`config.mk`:
```
export PLATFORM = sky130hd
export DESIGN_NAME = cache_refill_ctrl
export DESIGN_NICKNAME = d
export VERILOG_FILES = /design/src/rtl/cache_refill_ctrl.sv
export SDC_FILE = /design/constraint.sdc
export NUM_CORES = 1
export LEC_CHECK = 0
export BUFFER_PORTS_ARGS = -buffer_cell sky130_fd_sc_hd__buf_2
export CORE_AREA = 3 3 115 117
export DETAILED_ROUTE_END_ITERATION = 8
export DIE_AREA = 0 0 118 120
export HOLD_SLACK_MARGIN = 0.12
export PLACE_DENSITY = 0.72
export SLEW_MARGIN = 20
export SYNTH_ARGS = -nofsm -noshare
export SYNTH_HDL_FRONTEND = slang
export SYNTH_SLANG_ARGS = --single-unit
```
`constraint.sdc`:
```
create_clock -name clk -period 3.6 [get_ports clk]
set_input_delay 0.36 -clock clk [delete_from_list [all_inputs] [get_ports clk]]
set_output_delay 0.36 -clock clk [all_outputs]
set_load 0.05 [all_outputs]
```
`src/rtl/cache_refill_ctrl.sv`:
```
// Miss/refill and write-through controller sitting directly behind the L1 data cache.
// Optional `CACHE_PERF_CNT_EN adds perf_hits / perf_misses event counters.
module cache_refill_ctrl #(
   parameter int ADDR_W         = 32,
   parameter int DATA_W         = 32,
   parameter int TIMEOUT_CYCLES = 255
) (
   input  logic              clk,
   input  logic              reset,
   input  logic              cpu_read,
   input  logic              cpu_write,
   input  logic [ADDR_W-1:0] cpu_addr,
   input  logic [DATA_W-1:0] cpu_wdata,
   input  logic              cache_hit,
   input  logic              cache_miss,
   input  logic [DATA_W-1:0] cache_rdata,
   output logic              cpu_stall,
   output logic [DATA_W-1:0] cpu_rdata,
   output logic              cpu_rvalid,
   output logic              cpu_err,
   output logic              fill_en,
   output logic [ADDR_W-1:0] fill_addr,
   output logic [DATA_W-1:0] fill_data,
   output logic              mem_req,
   output logic              mem_we,
   output logic [ADDR_W-1:0] mem_addr,
   output logic [DATA_W-1:0] mem_wdata,
`ifdef CACHE_PERF_CNT_EN
   output logic [31:0]       perf_hits,
   output logic [31:0]       perf_misses,
`endif
   input  logic              mem_ack,
   input  logic [DATA_W-1:0] mem_rdata
);

   localparam logic [2:0] S_IDLE   = 3'd0;
   localparam logic [2:0] S_RD_REQ = 3'd1;
   localparam logic [2:0] S_FILL   = 3'd2;
   localparam logic [2:0] S_WR_REQ = 3'd3;
   localparam logic [2:0] S_RESP   = 3'd4;

   localparam bit         TMO_EN   = (TIMEOUT_CYCLES != 0);
   localparam logic [7:0] TMO_LAST = 8'(TIMEOUT_CYCLES - 1);

   logic [2:0]        state_q, state_d;
   logic              mem_req_q, mem_req_d;
   logic              mem_we_q, mem_we_d;
   logic [ADDR_W-1:0] mem_addr_q, mem_addr_d;
   logic [DATA_W-1:0] mem_wdata_q, mem_wdata_d;
   logic [DATA_W-1:0] rdata_q, rdata_d;
   logic              err_q, err_d;
   logic [7:0]        tmo_cnt_q, tmo_cnt_d;

   logic              in_idle;
   logic              hit_take;
   logic              tmo_expired;
   logic [ADDR_W-1:0] addr_aligned;

   // Low address bits are dropped by word alignment; the cache itself qualifies reads.
   logic unused_inputs;
   assign unused_inputs = ^{cpu_read, cpu_addr[1:0]};

   assign in_idle      = (state_q == S_IDLE);
   // A simultaneous hit and miss is illegal and resolves as a miss.
   assign hit_take     = in_idle & cache_hit & ~cache_miss;
   assign tmo_expired  = TMO_EN && (tmo_cnt_q == TMO_LAST);
   assign addr_aligned = {cpu_addr[ADDR_W-1:2], 2'b00};

   always_comb begin
      // NOTE: every next-state signal gets a default here so no path leaves one unassigned (no latches).
      state_d     = state_q;
      mem_req_d   = mem_req_q;
      mem_we_d    = mem_we_q;
      mem_addr_d  = mem_addr_q;
      mem_wdata_d = mem_wdata_q;
      rdata_d     = rdata_q;
      err_d       = 1'b0;
      tmo_cnt_d   = tmo_cnt_q;

      case (state_q)
         S_IDLE: begin
            tmo_cnt_d = '0;
            if (cache_miss) begin
               state_d    = S_RD_REQ;
               mem_req_d  = 1'b1;
               mem_we_d   = 1'b0;
               mem_addr_d = addr_aligned;
            end else if (cpu_write) begin
               state_d     = S_WR_REQ;
               mem_req_d   = 1'b1;
               mem_we_d    = 1'b1;
               mem_addr_d  = addr_aligned;
               mem_wdata_d = cpu_wdata;
            end
         end
         S_RD_REQ: begin
            if (mem_ack) begin
               state_d   = S_FILL;
               mem_req_d = 1'b0;
               rdata_d   = mem_rdata;
            end else if (tmo_expired) begin
               state_d   = S_RESP;
               mem_req_d = 1'b0;
               rdata_d   = '0;
               err_d     = 1'b1;
            end else begin
               tmo_cnt_d = tmo_cnt_q + 8'd1;
            end
         end
         S_WR_REQ: begin
            if (mem_ack) begin
               state_d   = S_IDLE;
               mem_req_d = 1'b0;
            end else if (tmo_expired) begin
               state_d   = S_IDLE;
               mem_req_d = 1'b0;
               err_d     = 1'b1;
            end else begin
               tmo_cnt_d = tmo_cnt_q + 8'd1;
            end
         end
         S_FILL: state_d = S_RESP;
         S_RESP: state_d = S_IDLE;
         default: begin
            state_d   = S_IDLE;
            mem_req_d = 1'b0;
         end
      endcase
   end

   // NOTE: state registers use non-blocking assignments so all flops update together at the edge.
   always_ff @(posedge clk or posedge reset) begin
      if (reset) begin
         state_q     <= S_IDLE;
         mem_req_q   <= 1'b0;
         mem_we_q    <= 1'b0;
         mem_addr_q  <= '0;
         mem_wdata_q <= '0;
         rdata_q     <= '0;
         err_q       <= 1'b0;
         tmo_cnt_q   <= '0;
      end else begin
         state_q     <= state_d;
         mem_req_q   <= mem_req_d;
         mem_we_q    <= mem_we_d;
         mem_addr_q  <= mem_addr_d;
         mem_wdata_q <= mem_wdata_d;
         rdata_q     <= rdata_d;
         err_q       <= err_d;
         tmo_cnt_q   <= tmo_cnt_d;
      end
   end

   always_comb begin
      cpu_rvalid = 1'b0;
      cpu_rdata  = '0;
      if (state_q == S_RESP) begin
         cpu_rvalid = 1'b1;
         cpu_rdata  = rdata_q;
      end else if (hit_take) begin
         cpu_rvalid = 1'b1;
         cpu_rdata  = cache_rdata;
      end
   end

   assign cpu_stall = ~in_idle | cache_miss | (in_idle & cpu_write);
   assign cpu_err   = err_q;
   assign fill_en   = (state_q == S_FILL);
   assign fill_addr = mem_addr_q;
   assign fill_data = rdata_q;
   assign mem_req   = mem_req_q;
   assign mem_we    = mem_we_q;
   assign mem_addr  = mem_addr_q;
   assign mem_wdata = mem_wdata_q;

`ifdef CACHE_PERF_CNT_EN
   logic [31:0] perf_hits_q, perf_misses_q;

   always_ff @(posedge clk or posedge reset) begin
      if (reset) begin
         perf_hits_q   <= '0;
         perf_misses_q <= '0;
      end else begin
         if (hit_take)              perf_hits_q   <= perf_hits_q + 32'd1;
         if (in_idle && cache_miss) perf_misses_q <= perf_misses_q + 32'd1;
      end
   end

   assign perf_hits   = perf_hits_q;
   assign perf_misses = perf_misses_q;
`endif

endmodule

```
==> flow_summary.ini, run 1 <==
[run_status]
status = complete, no violations

[global_routing]
grt_start_max_net_pins = 93
antenna_found_initial = 1
track_usage_pct = 18.7
grt_overflow_total = 0
grt_pass1_vias = 4097
grt_pass1_wl_um = 21400

[drt]
vias = 4177
drt_iter0_markers = 212
via_per_inst = 4.90
firstDrtPassIters = 5
drcViolationCount = 0
final_antenna_net_count = 0
drt-wirelength-per-cell_um = 15.8
routed_wl_um = 13500

[place]
place_congestion = 0.834
dpl.hpwl_um = 9920
port_buffers = 293

[synth]
synth.distinct_cells = 37
synth_top_family_by_area = compound AO/OA/AOI/OAI gates
synthCells = 421
synth-compound-area-share_pct = 14.1
ys_seq_area_share_pct = 54.9
synth_mux_area_share_pct = 9.87
synthAdderAreaFrac_pct = 0.509
netlist_area_um2 = 4920
synth.avg_cell_area_um2 = 11.7
yosys.area_share.simple_pct = 11.0
ys_ff_latch = 108
ys_warn_count = 0
synth_xor_area_share_pct = 0

[sta]
drv_slew = 0
worst_pin_slew_ps = 938
fmax_mhz = 345
fin_crit_sh_pct = 80.4
rsz0062_at_grt = false
setup_viol = 0
skew_ps = 7.04
hold_viol_final = 0
min_period_ps = 2900
fin_tns_setup_ps = 0
slew_headroom_pct = 37.2

[worst_setup_path]
crit_path_start_kind = flop
cp-startpoint = state_q[0]$_DFFE_PP0P_
cp.buffers_inverters = 2
path_cells = or3_1, nor2_4, and2_1, buf_4, a22o_1, buf_2
arrival_ps = 2540
r2r-start = state_q[0]$_DFFE_PP0P_
cp-end-kind = output port
crit_fanout = 33
worstSetupPathType = reg -> out
critPathRequiredTime_ps = 3240
worst_path_largest_cell_delay_ps = 570
cp_top_family = simple AND/OR/NAND/NOR gates
crit_slowest_cell = or3_1

[clock_network]
cts_buffers = 9
clk_pin_slew_ps = 70
clock_latency_ps = 350
cts.htree.levels = 3
post-cts-setup-buffer-count = 0
ctsHoldBuffers = 0
cts.sinks = 108
cts_resized = 0
cts_tree = done
cts_buffer_depth = 2
cts-root-buf = clkbuf_16

[die]
num_rows = 41
core_area_um2 = 12500
initial_core_util_pct = 39.5
ios = 301
die_h_um = 120
design.die.area_um2 = 14200
fp.dieW_um = 118

[finish]
mostFrequentLayoutCells = buf_2 (293), dfrtp_1 (108), nand2_1 (94), a22o_1 (64), mux2_4 (28)
nFillCells = 1110
finalNetCount = 811
drive_gt1_share_pct = 52.4
areaGrowthSynthToFinish_pct = 33.3
final_common_cell = buf_2

[run]
drv_cap = 0

[hold_path]
hp-class = in -> async
==> routing by layer <==
layer	global-route usage [%]	wire length, µm
met4	7.40	212
met1	24.2	5600
met5	0	0
met2	30.8	6810
met3	3.91	848
==> per-stage QoR <==
stage               utilization (%)  std cells  setup WS (ps)  hold WS [ps]  cell area [µm²]
floorplan                         -        424            394           433             4930
global placement               50.0        835           1140           464             6230
detailed placement             50.0        835           1060           476             6230
CTS                            52.5        851            678           188             6550
global route                   52.6        852            581           190             6560
finish                         52.6        852            705           180             6560
==> state kept, by name (all words and copies together) (netlist names) <==
register	flops
mem_req	1
cpu_err	1
state_q	3
tmo_cnt_q	8
mem_wdata	32
fill_addr	30
mem_we	1
fill_data	32
==> cell type report <==
type	count	area (µm²)	share of cell area [%]
antenna	1	2.50	0.0382
clock inverter	6	88.8	1.36
inverter	4	20.0	0.305
tap	172	215	3.28
clock buffer	10	229	3.49
timing repair buffer	300	1520	23.2
multi-input combinational	251	1780	27.1
sequential	108	2700	41.2
==> cell usage after synthesis <==
cell / n / share of area, %
buf_12: 4 / 1.6
clkbuf_1: 13 / 0.99
and2_1: 1 / 0.13
buf_6: 2 / 0.46
or3_1: 1 / 0.13
mux2_4: 28 / 8.5
nor2_4: 1 / 0.23
a21boi_0: 1 / 0.15
a22o_1: 64 / 11
and2_4: 1 / 0.18
nand4_1: 1 / 0.13
a21o_1: 2 / 0.31
inv_1: 4 / 0.31
a311o_1: 1 / 0.20
buf_2: 4 / 0.41
nor3_1: 4 / 0.41
buf_4: 37 / 5.6
or2_2: 1 / 0.13
mux2i_1: 2 / 0.41
o31ai_1: 4 / 0.61
a21oi_1: 3 / 0.31
nor3b_1: 2 / 0.31
ha_1: 2 / 0.51
o21ai_0: 1 / 0.10
a311oi_1: 1 / 0.18
o21ai_1: 2 / 0.20
nand2b_1: 3 / 0.38
nor4_1: 2 / 0.25
nor2_1: 8 / 0.61
clkbuf_2: 1 / 0.10
nor2b_1: 1 / 0.13
mux2_2: 4 / 0.92
nand2_1: 94 / 7.2
dfrtp_1: 108 / 55
nand3_1: 8 / 0.81
o211ai_1: 4 / 0.61
conb_1: 1 / 0.076
==> path summary, 6_finish.rpt <==
kind	end	slack, ps	cells after the start
min	mem_wdata[8]$_DFFE_PP0P_	180	2
min reg2reg	mem_we$_DFFE_PP0P_	490	1
min in group clk	fill_addr[6]$_DFFE_PP0P_	200	3
max reg2reg	mem_wdata[20]$_DFFE_PP0P_	1270	4
max	cpu_rdata[31]	700	6
max in group asynchronous	fill_data[12]$_DFFE_PP0P_	2660	3
==> cells by family after synthesis <==
group / Yosys count
compound gates: 83
fa+ha+maj: 2
buf+inv: 65
flops: 108
mux: 34
other cells: 1
simple gates: 128
Power of run 1 is left out: the tool's default activity adds up to more than one toggle a clock period on the data nets, which glitch-free logic cannot reach.
==> run 2: changes to the inputs <==
--- a/config.mk
+++ b/config.mk
@@ -5,10 +5,11 @@
 export SDC_FILE = /design/constraint.sdc
 export NUM_CORES = 1
 export LEC_CHECK = 0
+export ABC_AREA = 1
 export BUFFER_PORTS_ARGS = -buffer_cell sky130_fd_sc_hd__buf_2
-export CORE_AREA = 3 3 115 117
+export CORE_AREA = 3 3 116 118
 export DETAILED_ROUTE_END_ITERATION = 8
-export DIE_AREA = 0 0 118 120
+export DIE_AREA = 0 0 119 121
 export HOLD_SLACK_MARGIN = 0.12
 export PLACE_DENSITY = 0.72
 export SLEW_MARGIN = 20
==> constraint.sdc (replaced) <==
create_clock -name clk -period 2.9 [get_ports clk]
set_input_delay 0.29 -clock clk [delete_from_list [all_inputs] [get_ports clk]]
set_output_delay 0.29 -clock clk [all_outputs]
set_load 0.05 [all_outputs]
==> run 2 against run 1 <==
Synthesized cell count is 48% higher. Clock-buffer cell count is 2 higher. Register-to-register slack worse by 150 ps.
==> flow_summary.ini, run 2 <==
[clock_network]
cts.sinks = 108
post-cts-setup-buffer-count = 0
cts_buffers = 9
cts_tree = done
cts_buffer_depth = 2
cts_resized = 0
cts-root-buf = clkbuf_16
clk_pin_slew_ps = 70
cts.htree.levels = 3
clock_latency_ps = 340

[drt]
vias = 4867
final_antenna_net_count = 0
routed_wl_um = 15000
firstDrtPassIters = 4
drt_iter0_markers = 288
drt-wirelength-per-cell_um = 14.2
drcViolationCount = 0
via_per_inst = 4.61

[power]
power.static_leakage_nw = 3.91
p_total_mw = 9.93
irDropWorstVdd_uv = 868
powerDensity_nw_per_um2 = 1450

[global_routing]
antenna_found_initial = 3
grt_start_max_net_pins = 64
track_usage_pct = 20.1
grt_pass1_wl_um = 23300
grt_pass1_vias = 4526
grt_overflow_total = 0

[synth]
synth_top_area_share_pct = 52.7
ys_warn_count = 0
ys_ff_latch = 108
synth_edf_count = 0
netlist_area_um2 = 5130
yosys.area.top_type = dfrtp_1
ys_seq_area_share_pct = 52.7
synth.avg_cell_area_um2 = 8.22
synth.distinct_cells = 24
synthCells = 624
synthTopCellsByCount = nand2_1 (170), dfrtp_1 (108), o21ai_0 (88), nand3_1 (76), inv_1 (72)
synthArstFlopShare_pct = 100
synthFlopType = dfrtp_1
synth_area_leaders = dfrtp_1 (53%), nand2_1 (12%), o21ai_0 (8.6%)
synth_most_common_cell = nand2_1

[run_status]
status = complete, no violations

[worst_setup_path]
cp.buffers_inverters = 1
cp_top_family = simple AND/OR/NAND/NOR gates
path_cells = nor2_4, nand2_1, o21ai_0, buf_2
crit_fanout = 34
arrival_ps = 2340
worst_path_largest_cell_delay_ps = 540
cp-end-kind = output port
crit_slowest_cell = nand2_1
crit_path_start_kind = flop
critPathRequiredTime_ps = 2610
worstSetupPathType = reg -> out

[hold_path]
hp-class = in -> reg

[die]
fp.dieW_um = 119
initial_core_util_pct = 40.8
design.die.area_um2 = 14400
ios = 301
die_h_um = 121
core_area_um2 = 12600
num_rows = 41

[run]
drv_cap = 0

[sta]
min_period_ps = 2630
hold_viol_final = 0
worst_pin_slew_ps = 940
fin_crit_sh_pct = 90.7
slew_headroom_pct = 37.2
skew_ps = 8.32
drv_slew = 0
rsz0062_at_grt = false
setup_viol = 0
fmax_mhz = 380
fin_tns_setup_ps = 0

[finish]
drive_gt1_share_pct = 37.4
finalNetCount = 1012
mostFrequentLayoutCells = buf_2 (293), nand2_1 (170), dfrtp_1 (108), o21ai_0 (88), nand3_1 (76)
final_common_cell = buf_2
areaGrowthSynthToFinish_pct = 33.2

[place]
dpl.hpwl_um = 11400
port_buffers = 293
place_congestion = 0.839
==> run 2: changes by cell type in the layout (fill, tap and decap cells not counted), sizes merged, moves of 3 or more <==
cell	change
nand2	+79
nor2	+7
mux2	-32
xor2	+3
a22o	-64
o211ai	-3
o21ai	+93
nand3	+68
nand2b	-3
o31ai	-4
inv	+69
==> run 2: power by group <==
group | internal, mW | switching (mW)
registers | 2.19 | 0.427
clock network | 0.781 | 0.533
logic | 1.16 | 4.84
total | 4.13 | 5.80
==> run 2: logic make-up (layout without fill, tap and decap cells) <==
family          Yosys count  count (layout)  synth area share [%]
fa+ha+maj                 2               2                 0.488
compound gates          101             101                  10.4
buf+inv                 140             393                  13.5
xor+xnor                  3               3                 0.512
flops                   108             108                  52.7
simple gates            269             269                  22.3
other cells               1               7                0.0731
==> run 2: final cells by class <==
| type | instances | area [µm²] |
|---|---|---|
| Timing Repair Buffer | 303 | 1560 |
| Tap cell | 172 | 215 |
| Sequential cell | 108 | 2700 |
| Antenna cell | 3 | 7.51 |
| Fill cell | 1220 | 5740 |
| Inverter | 74 | 282 |
| Clock inverter | 4 | 72.6 |
| Multi-Input combinational cell | 379 | 1750 |
| Clock buffer | 12 | 246 |
==> run 2: worst reg2reg max path: stages (launching register included) <==
cell and delay (ps):
dfrtp_1 430, inv_1 100, ha_1 140, nand2_1 50, nor2_1 130, nand2_1 180
a21boi_4 160, buf_4 320, o21ai_0 160
==> run 2: path summary, 6_finish.rpt <==
kind	startpoint	to	cells past startpoint	slack [ps]
worst max-delay path	state_q[1]$_DFFE_PP0P_	cpu_rdata[0]	4	270
worst min-delay path	cpu_wdata[10]	mem_wdata[10]$_DFFE_PP0P_	3	150
worst max register to register	tmo_cnt_q[0]$_DFFE_PP0P_	fill_data[30]$_DFFE_PP0P_	8	1120
worst min register to register	mem_wdata[26]$_DFFE_PP0P_	mem_wdata[26]$_DFFE_PP0P_	2	470
max in group asynchronous	reset	state_q[0]$_DFFE_PP0P_	4	1560
min in group asynchronous	reset	fill_addr[16]$_DFFE_PP0P_	3	640
==> run 2: metrics by stage <==
stage | cell area, µm² | cells | setup slack (ps) | utilization, % | hold slack [ps]
CTS | 6820 | 1052 | 261 | 54.3 | 136
detailed placement | 6490 | 1035 | 636 | 51.7 | 458
global placement | 6490 | 1035 | 661 | 51.7 | 449
floorplan | 5140 | 627 | 629 | - | 407
finish | 6830 | 1055 | 270 | 54.3 | 148
global route | 6830 | 1055 | 98.6 | 54.3 | 141
==> run 2: per-layer routing <==
layer	global-route usage [%]	up-vias	share of wire (%)
met1	24.9	2214	40
met3	5.59	20	8.2
met4	7.10	0	1.8
met2	33.9	205	50
li1	-	2428	-
met5	0	-	0
==> run 2: repair_timing <==
action / 4_1_cts / 5_1_grt
endpoints found under the hold margin: 32 / 0
hold buffers: 1 / 0
endpoints found under the setup margin: 0 / 0
No activity file was read; power rests on OpenSTA's default activity.
==> run 3: changes to the inputs <==
--- a/config.mk
+++ b/config.mk
@@ -12,6 +12,7 @@
 export DIE_AREA = 0 0 119 121
 export HOLD_SLACK_MARGIN = 0.12
 export PLACE_DENSITY = 0.72
+export RECOVER_POWER = 100
 export SLEW_MARGIN = 20
 export SYNTH_ARGS = -nofsm -noshare
 export SYNTH_HDL_FRONTEND = slang
==> run 3 against run 2 <==
The flow now finishes with violations (capacitance limit, slew limit). Critical endpoint unchanged. Highest routed layer unchanged. Clock-buffer cell count stayed put. Sequential share of layout area rose by 1.2 points. Register-to-register slack got worse by 570 ps. Sequential cell count is the same. Clock skew rose by 0.85 ps. Non-clock buffer count unchanged. Largest cell class unchanged. Cell area is 3.1% lower. Maximum frequency increased by 0.72%. Die area is the same. Final cell count unchanged. Critical path type unchanged. Global-route usage unchanged.
==> flow_summary.ini, run 3 (same netlist as run 2, synthesis figures left out) <==
[clock_network]
clk_pin_slew_ps = 70
cts-root-buf = clkbuf_16
cts_buffer_depth = 2
cts.sinks = 108
cts_buffers = 9
cts_tree = done
clock_latency_ps = 340
cts.htree.levels = 3

[sta]
worst_pin_slew_ps = 1520
rsz0062_at_grt = false
drv_slew = 36
slew_headroom_pct = -1.85
min_period_ps = 2610
fmax_mhz = 383
setup_viol = 0
skew_ps = 9.16
fin_tns_setup_ps = 0
fin_crit_sh_pct = 90.0
hold_viol_final = 0

[die]
ios = 301
initial_core_util_pct = 40.8
die_h_um = 121
num_rows = 41
fp.dieW_um = 119
design.die.area_um2 = 14400
core_area_um2 = 12600

[worst_setup_path]
arrival_ps = 2320
worst_path_largest_cell_delay_ps = 530
worstSetupPathType = reg -> out
cp_top_family = simple AND/OR/NAND/NOR gates
crit_slowest_cell = nand2_1
crit_path_start_kind = flop
cp.buffers_inverters = 1
cp-end-kind = output port
path_cells = nor2_4, nand2_1, o21ai_0, clkbuf_2
critPathRequiredTime_ps = 2610
crit_fanout = 34

[finish]
seq_area_um2 = 2700
drive_gt1_share_pct = 22.0
nFillCells = 1299
mostFrequentLayoutCells = nand2_1 (171), clkbuf_1 (134), buf_2 (131), dfrtp_1 (108), o21ai_0 (94)
final_core_util_pct = 52.7
multi_input_area_um2 = 1730
final_common_cell = nand2_1
finalNetCount = 1012
areaGrowthSynthToFinish_pct = 29.1

[global_routing]
track_usage_pct = 20.1
grt_pass1_vias = 4526
antenna_found_initial = 3
grt_pass1_wl_um = 23300
grt_overflow_total = 0
grt_start_max_net_pins = 64

[run_status]
violations = capacitance limit, slew limit
status = complete, but fails checks

[place]
dpl.hpwl_um = 11400
port_buffers = 293
place_congestion = 0.839

[run]
drv_cap = 1

[drt]
via_per_inst = 4.64
drt_iter0_markers = 269
drt-wirelength-per-cell_um = 14.2
routed_wl_um = 15000
final_antenna_net_count = 0
drcViolationCount = 0
firstDrtPassIters = 4
vias = 4891

[hold_path]
hp-class = in -> reg
==> run 3: final cells by class <==
cell class,count,share of cell area (%)
flip-flops and latches,108,40.8
multi-input cells,379,26.1
repair buffers,303,20.6
inverters,74,4.21
clock buffers,12,3.72
well taps,172,3.25
clock inverters,4,1.10
diodes,3,0.113
==> run 3: metrics by stage <==
stage	hold slack, ps	instances	area (µm²)	setup slack [ps]
after CTS	136	1052	6820	261
after detailed placement	458	1035	6490	636
after global placement	449	1035	6490	661
after floorplan	407	627	5140	629
after global routing	141	1055	6620	106
final	146	1055	6620	289
==> run 3: path summary, 6_finish.rpt <==
| kind | slack, ps | startpoint | end | cells past startpoint |
|---|---|---|---|---|
| max in group asynchronous | 660 | reset | state_q[0]$_DFFE_PP0P_ | 4 |
| worst min-delay path | 150 | cpu_wdata[10] | mem_wdata[10]$_DFFE_PP0P_ | 3 |
| worst max-delay path | 290 | state_q[1]$_DFFE_PP0P_ | cpu_rdata[0] | 4 |
| worst max register to register | 550 | state_q[1]$_DFFE_PP0P_ | mem_wdata[24]$_DFFE_PP0P_ | 7 |
| worst min register to register | 480 | mem_wdata[26]$_DFFE_PP0P_ | mem_wdata[26]$_DFFE_PP0P_ | 2 |
| min in group asynchronous | 850 | reset | fill_addr[16]$_DFFE_PP0P_ | 3 |
==> run 3: timing repair <==
item / in CTS / in global routing
gates resized for setup: 0 / 0
hold buffers: 1 / 0
buffers inserted: 0 / 0
hold endpoints to repair: 32 / 0
==> run 3: routing by layer <==
metal	vias up	routed length [µm]	global-route usage (%)
li1	2429	-	-
met1	2226	5980	24.9
met2	219	7460	33.9
met3	17	1280	5.59
met4	0	251	7.10
met5	-	0	0
==> run 3: tightest hold or removal path: cells and delay by family <==
family / cells / cell delay [ps]
simple gates: 2 / 90
buf+inv: 1 / 70
Power of run 3 is left out for the same reason.
